[config.mk]
export PLATFORM = sky130hd
export DESIGN_NAME = staggered_cla_adder
export DESIGN_NICKNAME = d
export VERILOG_FILES = /design/src/rtl/adder_pkg.sv /design/src/rtl/cla_block.sv /design/src/rtl/staggered_cla_adder.sv
export SDC_FILE = /design/constraint.sdc
export NUM_CORES = 1
export LEC_CHECK = 0
export CORE_AREA = 3 3 173 175
export CTS_CLUSTER_DIAMETER = 100
export DETAILED_ROUTE_END_ITERATION = 12
export DIE_AREA = 0 0 176 178
export PLACE_DENSITY_LB_ADDON = 0.08
export SLEW_MARGIN = 20
export SYNTH_ARGS = -nofsm -noshare
export SYNTH_HDL_FRONTEND = slang
export SYNTH_SLANG_ARGS = --single-unit
[constraint.sdc]
create_clock -name clk -period 26.3 [get_ports clk]
set_input_delay 5.26 -clock clk [delete_from_list [all_inputs] [get_ports clk]]
set_output_delay 5.26 -clock clk [all_outputs]
set_load 0.02 [all_outputs]
[src/rtl/adder_pkg.sv]
// adder_pkg: default sizing and per-stage pipeline record for the staggered CLA adder
package adder_pkg;

    localparam int DEF_WIDTH = 32;
    localparam int DEF_BLK   = 4;

    // Per-stage record at the default width. The top declares the same shape
    // at its own WIDTH, so parameter overrides keep the same layout.
    typedef struct packed {
        logic                 valid;
        logic                 carry;
        logic                 ovf;
        logic [DEF_WIDTH-1:0] a_rem;
        logic [DEF_WIDTH-1:0] b_rem;
        logic [DEF_WIDTH-1:0] sum_done;
    } stage_t;

endpackage

[src/rtl/cla_block.sv]
// cla_block: combinational BLK-bit carry-lookahead slice with carry-out and carry into the MSB
module cla_block #(
    parameter int BLK = 4
) (
    input  logic [BLK-1:0] x,
    input  logic [BLK-1:0] y,
    input  logic           ci,
    output logic [BLK-1:0] s,
    output logic           co,
    output logic           cm
);

    logic [BLK-1:0] p;
    logic [BLK-1:0] g;
    logic [BLK:0]   c;

    assign p = x ^ y;
    assign g = x & y;

    // Each carry is a flat sum of generate terms gated by the propagate run above them
    always_comb begin
        logic pp;
        logic cc;
        pp = 1'b1;
        cc = 1'b0;
        c  = '0;
        c[0] = ci;
        for (int i = 0; i < BLK; i++) begin
            cc = 1'b0;
            pp = 1'b1;
            for (int j = i; j >= 0; j--) begin
                cc = cc | (pp & g[j]);
                pp = pp & p[j];
            end
            c[i+1] = cc | (pp & ci);
        end
    end

    assign s  = p ^ c[BLK-1:0];
    assign co = c[BLK];
    assign cm = c[BLK-1];

endmodule

[src/rtl/staggered_cla_adder.sv]
// staggered_cla_adder: pipelined add/sub resolving one BLK-bit CLA slice per stage with valid/ready flow
module staggered_cla_adder
    import adder_pkg::*;
#(
    parameter int WIDTH = DEF_WIDTH,
    parameter int BLK   = DEF_BLK
) (
    input  logic             clk,
    input  logic             rst,
    input  logic             in_valid,
    output logic             in_ready,
    input  logic [WIDTH-1:0] a,
    input  logic [WIDTH-1:0] b,
    input  logic             ci,
    input  logic             sub,
    output logic             out_valid,
    input  logic             out_ready,
    output logic [WIDTH-1:0] sum,
    output logic             co,
    output logic             ovf
);

    localparam int STAGES = WIDTH / BLK;

    typedef struct packed {
        logic             valid;
        logic             carry;
        logic             ovf;
        logic [WIDTH-1:0] a_rem;
        logic [WIDTH-1:0] b_rem;
        logic [WIDTH-1:0] sum_done;
    } rec_t;

    if (BLK < 1 || WIDTH % BLK != 0) begin : g_bad_cfg
        $error("staggered_cla_adder: WIDTH must be a positive multiple of BLK");
    end

    logic advance;
    rec_t head;
    logic unused_rem;

    assign advance  = !out_valid | out_ready;
    assign in_ready = advance;

    // Subtraction is a + ~b + 1, so operand B is inverted and the carry-in forced
    assign head = '{
        valid:    in_valid,
        carry:    sub ? 1'b1 : ci,
        ovf:      1'b0,
        a_rem:    a,
        b_rem:    sub ? ~b : b,
        sum_done: '0
    };

    for (genvar k = 0; k < STAGES; k++) begin : g_st
        rec_t           src;
        rec_t           nxt;
        rec_t           q;
        logic [BLK-1:0] s;
        logic           c_o;
        logic           c_m;

        if (k == 0) begin : g_first
            assign src = head;
        end else begin : g_next
            assign src = g_st[k-1].q;
        end

        cla_block #(.BLK(BLK)) u_cla (
            .x  (src.a_rem[k*BLK +: BLK]),
            .y  (src.b_rem[k*BLK +: BLK]),
            .ci (src.carry),
            .s  (s),
            .co (c_o),
            .cm (c_m)
        );

        // Resolve this slice and forward its carry; ovf is only meaningful at the last slice
        always_comb begin
            nxt                        = src;
            nxt.carry                  = c_o;
            nxt.ovf                    = c_m ^ c_o;
            nxt.sum_done[k*BLK +: BLK] = s;
        end

        // Data loads only with valid input so the output holds the last result through bubbles
        always_ff @(posedge clk or posedge rst) begin
            if (rst)
                q <= '0;
            else if (advance && src.valid)
                q <= nxt;
            else if (advance)
                q.valid <= 1'b0;
        end
    end

    assign out_valid  = g_st[STAGES-1].q.valid;
    assign sum        = g_st[STAGES-1].q.sum_done;
    assign co         = g_st[STAGES-1].q.carry;
    assign ovf        = g_st[STAGES-1].q.ovf;
    assign unused_rem = ^{g_st[STAGES-1].q.a_rem, g_st[STAGES-1].q.b_rem};

endmodule

==> results of run 1 <==
registers in the layout (all words and copies together), names as in the netlist:
name and cells:
co 1, out_valid 1, sum 32, g_st.q 350
ovf 1
placed cells by master, fill, tap and decap left out, types with 8 or more instances in the layout:
| master | instances |
|---|---|
| a211oi_1 | 13 |
| nand2_1 | 70 |
| clkbuf_16 | 41 |
| o21ai_0 | 63 |
| fa_1 | 8 |
| ha_1 | 34 |
| clkbuf_1 | 17 |
| dfrtp_1 | 385 |
| clkdlybuf4s50_1 | 104 |
| nor2_1 | 24 |
| a21oi_1 | 14 |
| mux2_2 | 309 |
| xnor2_1 | 49 |
path summary, 6_finish.rpt:
check	from	to	slack (ps)
worst min register to register	g_st[3].q[15]	g_st[3].q[15]	470
worst max register to register	out_valid	g_st[1].q[59]	23470
worst min-delay path	g_st[3].q[15]	g_st[3].q[15]	470
max in group asynchronous	rst	sum[18]	19540
min in group asynchronous	rst	g_st[0].q[82]	5290
worst max-delay path	out_ready	in_ready	13870
power by group:
part / switching, mW / internal, mW
combinational: 0.344 / 0.449
sequential: 0.157 / 0.873
clock: 0.212 / 0.304
total: 0.713 / 1.63
per-layer routing:
| metal | wire length (um) | part of all wire (%) | up-vias |
|---|---|---|---|
| met5 | 0 | 0 | - |
| met4 | 407 | 1.6 | 0 |
| met3 | 941 | 3.8 | 32 |
| met2 | 10400 | 42 | 133 |
| met1 | 13200 | 53 | 3982 |
| li1 | - | - | 3892 |
final cells by class:
class / count / area, um^2 / area share (%)
Timing Repair Buffer: 113 / 1150 / 6.36
Tap cell: 384 / 480 / 2.66
Clock buffer: 64 / 1170 / 6.48
Multi-Input combinational cell: 616 / 5610 / 31.0
Clock inverter: 3 / 21.3 / 0.118
Inverter: 4 / 27.5 / 0.152
Sequential cell: 385 / 9630 / 53.2
critical path: cells and delay by family:
kind	cells	cell delay, ps
AND/OR/NAND/NOR	1	690
buffers and inverters	3	1210
kinds of logic after synthesis:
logic type	share of synthesized area, %
compound gates	3.55
xor+xnor	3.10
fa+ha+maj	3.76
buf+inv	2.14
flops	61.9
mux	22.8
simple gates	2.73
==> key figures, run 1 <==
Logic synthesis
  – Synth Cell Area: 15600 um^2
  – Top cells by area, synth: dfrtp_1 62%, mux2_2 22%, xnor2_1 2.8%
  – Post-Syn Nets: 1166
  – Ys async rst share: 100%
  – Most frequent cell after synthesis: dfrtp_1
  – Post-synth EDFFs: 0
  – Synth warn: 0
  – Post-synth top area share: 61.9%
  – Synth Register Bits: 385
  – Seq/Total Area, Yosys: 61.9%
  – Netlist cell types: 29
  – Synth Instances: 1054
  – Syn avg cell area: 14.8 um^2
  – Commonest cells in the netlist: 385 x dfrtp_1, 309 x mux2_2, 70 x nand2_1, 63 x o21ai_0, 49 x xnor2_1
  – Commonest register cell after synthesis: dfrtp_1
  – Top cell type by total area after synthesis: dfrtp_1

Worst setup path
  – Cell mode on critical path: clkdlybuf4s50_1
  – Setup crit start kind: input pin
  – Crit path arrival time: 7170 ps
  – Max Fanout on Critical Path: 18
  – R2R depth: 5
  – CP required: 21040 ps
  – Setup crit end kind: output port
  – CP max-delay cell: nor2b_1
  – CP max stage delay: 690 ps
  – Setup CP Type: input pin to output port
  – Critical path, cell by cell: clkdlybuf4s50_1 > nor2b_1 > inv_6 > clkdlybuf4s50_1

Pwr
  – Static Leak: 7.96 nW
  – Max VDD drop: 0.0534 mV
  – Pwr dens: 129 nW/um^2
  – Total power: 2.34 mW

Timing
  – Period Utilization, post-route: 47.3%
  – Skew final: 16.0 ps
  – Worst-Margin Slew: 1020 ps
  – RSZ-0062 raised after global routing: no
  – Hold_ws: 471 ps
  – FMAX: 0.0805 GHz
  – Tmin final: 12430 ps
  – Final worst slack: 13870 ps
  – Slew Limit Fails: 0
  – Final Setup Violations: 0
  – Fin. Hold Viols: 0
  – Final setup TNS: 0 ps
  – Slew HR: 31.6%

Worst hold path
  – Hold depth: 2
  – Class of the worst hold path: flop to flop

Global route
  – Largest net degree at the start of global routing: 188
  – Gr busiest metal: met1
  – Gr usage total: 16.6%
  – First-pass GRT wire length: 42400 um
  – Met3 Usage GRT: 3.13%
  – GR Layer Usage met2: 23.5%
  – Congestion Overflow GR: 0
  – Vias in the first global route: 8025
  – Initial antenna violation count: 0
  – Grt met1 use: 26.7%

Clocking
  – Clock latency at the later pin of the worst-skew pair: 510 ps
  – Post-CTS Resized: 0
  – Root Buffer: clkbuf_16
  – H-tree depth: 2
  – TritonCTS Buffers: 40
  – Clock sinks: 385
  – CTS tree: built
  – Setup Fix Bufs, Post-CTS: 0
  – Clock Pin Slew Worst Setup and Hold Paths: 50 ps
  – Hold_buf cts: 0
  – Clk buf depth: 3

Finish
  – Ant diodes: 0
  – Nets: 1272
  – Utilization after layout: 63.2%
  – # fillers: 2195
  – Post-route design area: 18100 um^2
  – Fin cells: 1569
  – Area Growth Syn to Fin: 16.3%
  – Share of cells above drive strength 1: 32.0%

Route
  – DRC: 0
  – Total Wirelength: 25000 um
  – DR vias: 8039
  – Initial DRC count: 409
  – Drt pass-1 iters: 5
  – Vias/cell: 5.12
  – Final ANT Viol Nets: 0
  – DR WL/cell: 15.9 um

Die
  – Core area: 28600 um^2
  – Die Y: 178 um
  – Die ar.: 31300 um^2
  – Row cnt: 62
  – Initial Util: 54.4%
  – Io pins: 106
  – Chip Width: 176 um

Placement
  – DP HPWL: 16200 um
  – Dpl cell area: 16800 um^2
  – Placed insts: 1500
  – Port bufs: 105
  – Placer Congestion: 0.758
  – Pre-CTS WS: 13870 ps

Run
  – Max-cap viol count: 0

Outcome
  – Status: finished clean
No activity file was read; power rests on OpenSTA's default activity.
==> run 2, diff against run 1 <==
clock period = 11.5 ns   (was 26.3 ns; I/O delays follow)
==> key figures, run 2 (synthesis results as in run 1) <==
Timing
  – RSZ-0062 raised after global routing: no (unchanged)
  – Slew Limit Fails: 0 (unchanged)
  – Final Setup Violations: 0 (unchanged)
  – FMAX: 0.153 GHz
  – Final setup TNS: 0 ps (unchanged)
  – Skew final: 10.3 ps (was 16.0 ps)
  – Worst-Margin Slew: 1040 ps (was 1020 ps)
  – Period Utilization, post-route: 57.0%
  – Tmin final: 6550 ps
  – Fin. Hold Viols: 0 (unchanged)
  – Slew HR: 30.4% (was 31.6%)

Finish
  – Nets: 1272 (unchanged)
  – Number of flip-flops in the largest register: 350 (unchanged)
  – # fillers: 2163 (was 2195)
  – Sequential cell area: 9630 um^2 (unchanged)
  – Multi-input logic area: 5610 um^2 (unchanged)
  – Most common cell after layout, fill and taps aside: dfrtp_1 (unchanged)
  – Share of cells above drive strength 1: 33.1% (was 32.0%)
  – Most frequent cells in the layout: 385 x dfrtp_1, 309 x mux2_2, 104 x clkdlybuf4s50_1, 70 x nand2_1, 63 x o21ai_0 (unchanged)
  – Biggest register: g_st.q (unchanged)
  – Post-route design area: 18200 um^2 (was 18100 um^2)
  – Ant diodes: 0 (unchanged)
  – Area Growth Syn to Fin: 16.8% (was 16.3%)

Clocking
  – Post-CTS Resized: 0 (unchanged)
  – Clock sinks: 385 (unchanged)
  – Hold_buf cts: 0 (unchanged)
  – Setup Fix Bufs, Post-CTS: 0 (unchanged)
  – TritonCTS Buffers: 40 (unchanged)
  – H-tree depth: 2 (unchanged)
  – CTS tree: built (unchanged)
  – Clock latency at the later pin of the worst-skew pair: 510 ps (about the same)
  – Root Buffer: clkbuf_16 (unchanged)
  – Clk buf depth: 3 (unchanged)
  – Clock Pin Slew Worst Setup and Hold Paths: 50 ps (about the same)

Die
  – Row cnt: 62 (unchanged)
  – Die Y: 178 um (unchanged)
  – Io pins: 106 (unchanged)
  – Core area: 28600 um^2 (unchanged)
  – Die ar.: 31300 um^2 (unchanged)
  – Chip Width: 176 um (unchanged)
  – Initial Util: 54.4% (unchanged)

Worst setup path
  – R2r startpoint: out_valid (unchanged)
  – Crit path arrival time: 4250 ps (was 7170 ps)
  – Setup crit end kind: output port (unchanged)
  – Worst r2r dst: g_st[6].q[6] (was g_st[1].q[59])
  – Setup CP Type: input pin to output port (unchanged)
  – Max Fanout on Critical Path: 18 (unchanged)
  – CP required: 9200 ps (was 21040 ps)
  – Setup crit start kind: input pin (unchanged)
  – R2R depth: 5 (unchanged)
  – Reg-to-reg slack, setup: 8670 ps (was 23470 ps)

Route
  – DR vias: 8093 (was 8039)
  – Drt pass-1 iters: 4 (was 5)
  – DR WL/cell: 16.0 um (was 15.9 um)
  – Vias/cell: 5.17 (was 5.12)
  – Total Wirelength: 25100 um (was 25000 um)
  – Initial DRC count: 366 (was 409)
  – DRC: 0 (unchanged)
  – Final ANT Viol Nets: 0 (unchanged)

Global route
  – Vias in the first global route: 8216 (was 8025)
  – Congestion Overflow GR: 0 (unchanged)
  – Initial antenna violation count: 0 (unchanged)
  – Largest net degree at the start of global routing: 157 (was 188)
  – First-pass GRT wire length: 42800 um (was 42400 um)
  – Gr usage total: 16.8% (was 16.6%)

Worst hold path
  – Class of the worst hold path: flop to flop (unchanged)
  – Worst hold path startpoint: g_st[0].q[43] (was g_st[3].q[15])
  – Worst Hold Path EP: g_st[0].q[43] (was g_st[3].q[15])
  – Hold depth: 2 (unchanged)

Pwr
  – Internal: 3.80 mW (was 1.63 mW)
  – Max VDD drop: 0.127 mV (was 0.0534 mV)
  – Sequential Power Share: 43.5% (was 44.1%)
  – Clock share of power: 23.3% (was 22.0%)
  – Switching share of power: 30.0% (was 30.5%)
  – Static Leak: 8.02 nW (was 7.96 nW)
  – Switching power: 1.63 mW (was 713 uW)
  – Combinational power share: 33.2% (was 33.9%)
  – Pwr dens: 299 nW/um^2 (was 129 nW/um^2)

Run
  – Max-cap viol count: 0 (unchanged)

Placement
  – Port bufs: 105 (unchanged)
  – DP HPWL: 16400 um (was 16200 um)
  – Placer Congestion: 0.753 (was 0.758)
  – Dpl cell area: 16900 um^2 (was 16800 um^2)

Outcome
  – Status: finished clean (unchanged)
## run 2: cell types whose count changed in the layout (fill, tap and decap cells not counted)
| cell | delta |
|---|---|
| clkbuf_1 | -15 |
| inv_8 | -2 |
| clkinvlp_4 | +1 |
| clkinv_2 | +3 |
| buf_16 | -1 |
| buf_12 | -1 |
| clkbuf_8 | +8 |
| bufinv_16 | +2 |
| buf_4 | +2 |
## run 2: stage by stage
stage / instances / total power [mW] / utilization [%] / setup slack, ps / hold slack [ps]
2_1_floorplan: 1054 / 3.72 / - / 4020 / 445
3_3_place_gp: 1502 / 4.14 / 58.9 / 5070 / 457
3_5_place_dp: 1502 / 4.21 / 58.9 / 4980 / 467
4_1_cts: 1566 / 5.51 / 63.5 / 4970 / 480
5_1_grt: 1566 / 5.81 / 63.5 / 4910 / 498
6_report: 1566 / 5.43 / 63.5 / 4950 / 472
## run 2: power groups by stage
stage | sequential, mW | combinational, mW | clock [mW]
2_1_floorplan | 2.32 | 1.40 | 0
3_3_place_gp | 2.36 | 1.77 | 0
6_report | 2.36 | 1.81 | 1.26
4_1_cts | 2.37 | 1.84 | 1.30
5_1_grt | 2.45 | 2.01 | 1.35
3_5_place_dp | 2.39 | 1.82 | 0
## run 2: critical path: stages
cell	delay (ps)
clkdlybuf4s50_1	410
nor2b_1	700
inv_6	220
clkdlybuf4s50_1	610
## run 2: per-layer routing
layer	vias up	GRT usage [%]	wire length (um)
met5	-	0	0
met4	0	4.52	495
met3	42	2.83	890
met2	124	24.6	10600
met1	4028	26.2	13100
li1	3899	-	-
## run 2: area by class of cell
class	count	share of cell area, %
Inverter	4	0.131
Multi-Input combinational cell	616	30.8
Sequential cell	385	53.0
Clock inverter	7	0.468
Tap cell	384	2.64
Timing Repair Buffer	113	6.15
Clock buffer	57	6.75
## run 2: how the worst max path moves through the flow
stage | from | to | slack (ps) | cells past startpoint
floorplan | rst | co | 4020 | 1
global placement | out_ready | in_ready | 5070 | 4
detailed placement | out_ready | in_ready | 4980 | 4
CTS | out_ready | in_ready | 4970 | 4
global route | out_ready | in_ready | 4910 | 4
finish | out_ready | in_ready | 4950 | 4
==> run 3, diff against run 2 <==
clock period = 6.5 ns   (was 11.5 ns; I/O delays follow)
==> key figures, run 3 (synthesis results as in run 1) <==
Outcome
  – Status: finished clean (unchanged)

Timing
  – Worst-Margin Slew: 1000 ps (was 1040 ps)
  – Skew final: 13.7 ps (was 10.3 ps)
  – Tmin final: 4480 ps
  – RSZ-0062 raised after global routing: no (unchanged)
  – Final Setup Violations: 0 (unchanged)
  – Hold_ws: 474 ps (was 472 ps)
  – Final setup TNS: 0 ps (unchanged)
  – Period Utilization, post-route: 68.9%
  – Slew Limit Fails: 0 (unchanged)
  – Fin. Hold Viols: 0 (unchanged)
  – Slew HR: 32.9% (was 30.4%)
  – FMAX: 0.223 GHz

Clocking
  – Clk buf depth: 3 (unchanged)
  – H-tree depth: 2 (unchanged)
  – Post-CTS Resized: 0 (unchanged)
  – CTS tree: built (unchanged)
  – Root Buffer: clkbuf_16 (unchanged)
  – Clock latency at the later pin of the worst-skew pair: 510 ps (about the same)
  – TritonCTS Buffers: 39 (was 40)
  – Clock sinks: 385 (unchanged)
  – Setup Fix Bufs, Post-CTS: 0 (unchanged)
  – Hold_buf cts: 0 (unchanged)
  – Clock Pin Slew Worst Setup and Hold Paths: 50 ps (about the same)

Pwr
  – Max VDD drop: 0.237 mV (was 0.127 mV)
  – Pwr dens: 525 nW/um^2 (was 299 nW/um^2)
  – Static Leak: 8.01 nW (was 8.02 nW)

Finish
  – Most frequent cells in the layout: 385 x dfrtp_1, 309 x mux2_2, 104 x clkdlybuf4s50_1, 70 x nand2_1, 63 x o21ai_0 (unchanged)
  – Area Growth Syn to Fin: 16.8% (about the same)
  – Post-route design area: 18200 um^2 (about the same)
  – Nets: 1273 (was 1272)
  – Biggest register: g_st.q (unchanged)
  – Share of cells above drive strength 1: 32.9% (was 33.1%)
  – Most common cell after layout, fill and taps aside: dfrtp_1 (unchanged)
  – Number of flip-flops in the largest register: 350 (unchanged)
  – Utilization after layout: 63.5% (about the same)
  – Ant diodes: 0 (unchanged)
  – Fin cells: 1571 (was 1566)

Die
  – Die ar.: 31300 um^2 (unchanged)
  – Core area: 28600 um^2 (unchanged)
  – Row cnt: 62 (unchanged)
  – Io pins: 106 (unchanged)
  – Chip Width: 176 um (unchanged)
  – Initial Util: 54.4% (unchanged)
  – Die Y: 178 um (unchanged)

Placement
  – Dpl cell area: 16900 um^2 (about the same)
  – DP HPWL: 16600 um (was 16400 um)
  – Placed insts: 1504 (was 1502)
  – Port bufs: 105 (unchanged)
  – Placer Congestion: 0.734 (was 0.753)

Route
  – Vias/cell: 5.12 (was 5.17)
  – Drt pass-1 iters: 4 (unchanged)
  – DRC: 0 (unchanged)
  – DR vias: 8038 (was 8093)
  – DR WL/cell: 15.6 um (was 16.0 um)
  – Initial DRC count: 328 (was 366)
  – Total Wirelength: 24500 um (was 25100 um)
  – Final ANT Viol Nets: 0 (unchanged)

Worst setup path
  – CP max stage delay: 660 ps (was 700 ps)
  – Crit path arrival time: 3180 ps (was 4250 ps)
  – Setup CP Type: input pin to output port (unchanged)
  – CP max-delay cell: nor2b_1 (unchanged)
  – Max Fanout on Critical Path: 18 (unchanged)
  – Setup crit start kind: input pin (unchanged)
  – CP required: 5200 ps (was 9200 ps)
  – Cell mode on critical path: clkdlybuf4s50_1 (unchanged)
  – Critical path, cell by cell: clkdlybuf4s50_1 > nor2b_1 > inv_6 > clkdlybuf4s50_1 (unchanged)
  – Setup crit end kind: output port (unchanged)

Global route
  – First-pass GRT wire length: 42100 um (was 42800 um)
  – Gr usage total: 16.4% (was 16.8%)
  – Initial antenna violation count: 0 (unchanged)
  – Largest net degree at the start of global routing: 130 (was 157)
  – Congestion Overflow GR: 0 (unchanged)
  – Vias in the first global route: 8078 (was 8216)

Worst hold path
  – Class of the worst hold path: flop to flop (unchanged)

Run
  – Max-cap viol count: 0 (unchanged)
run 3: changes by cell type in the layout (fill, tap and decap cells not counted):
cell	change
clkbuf_8	-3
buf_12	+1
clkbuf_16	-2
inv_6	+1
clkbuf_1	+6
buf_4	+1
bufinv_16	+1
run 3: layout make-up:
cell class / count / area, um^2
Clock inverter: 9 / 124
Clock buffer: 58 / 1160
Fill cell: 2222 / 10500
Inverter: 4 / 23.8
Tap cell: 384 / 480
Timing Repair Buffer: 115 / 1150
Multi-Input combinational cell: 616 / 5610
Sequential cell: 385 / 9630
run 3: layer usage:
| metal | GRT usage (%) | part of all wire, % |
|---|---|---|
| met3 | 2.43 | 3.4 |
| met2 | 23.9 | 43 |
| met1 | 25.9 | 52 |
| met4 | 4.35 | 1.7 |
| met5 | 0 | 0 |
run 3: worst paths after layout:
| kind | startpoint | to | slack (ps) | depth (start not counted) |
|---|---|---|---|---|
| max reg2reg | out_valid | g_st[2].q[7] | 3730 | 5 |
| min in group asynchronous | rst | g_st[1].q[85] | 1160 | 2 |
| min reg2reg | sum[31] | sum[31] | 470 | 2 |
| max in group asynchronous | rst | g_st[6].q[20] | 4300 | 3 |
| min | sum[31] | sum[31] | 470 | 2 |
| max | out_ready | in_ready | 2020 | 4 |
run 3: worst max-delay path: cells and delay by family:
kind	cells	cell delay, ps
buffers and inverters	3	1210
and+or+nand+nor	1	660
run 3: power breakdown:
| group | switching (mW) | leakage, nW | internal, mW |
|---|---|---|---|
| registers | 0.655 | 4.66 | 3.53 |
| clock network | 0.846 | 0.636 | 1.35 |
| logic | 1.35 | 2.71 | 1.81 |
run 3: per-stage QoR:
stage	setup WS, ps	total power [mW]
floorplan	24.0	6.57
CTS	1990	9.70
global placement	2050	7.32
detailed placement	2010	7.45
global route	1910	10.2
finish	2020	9.54
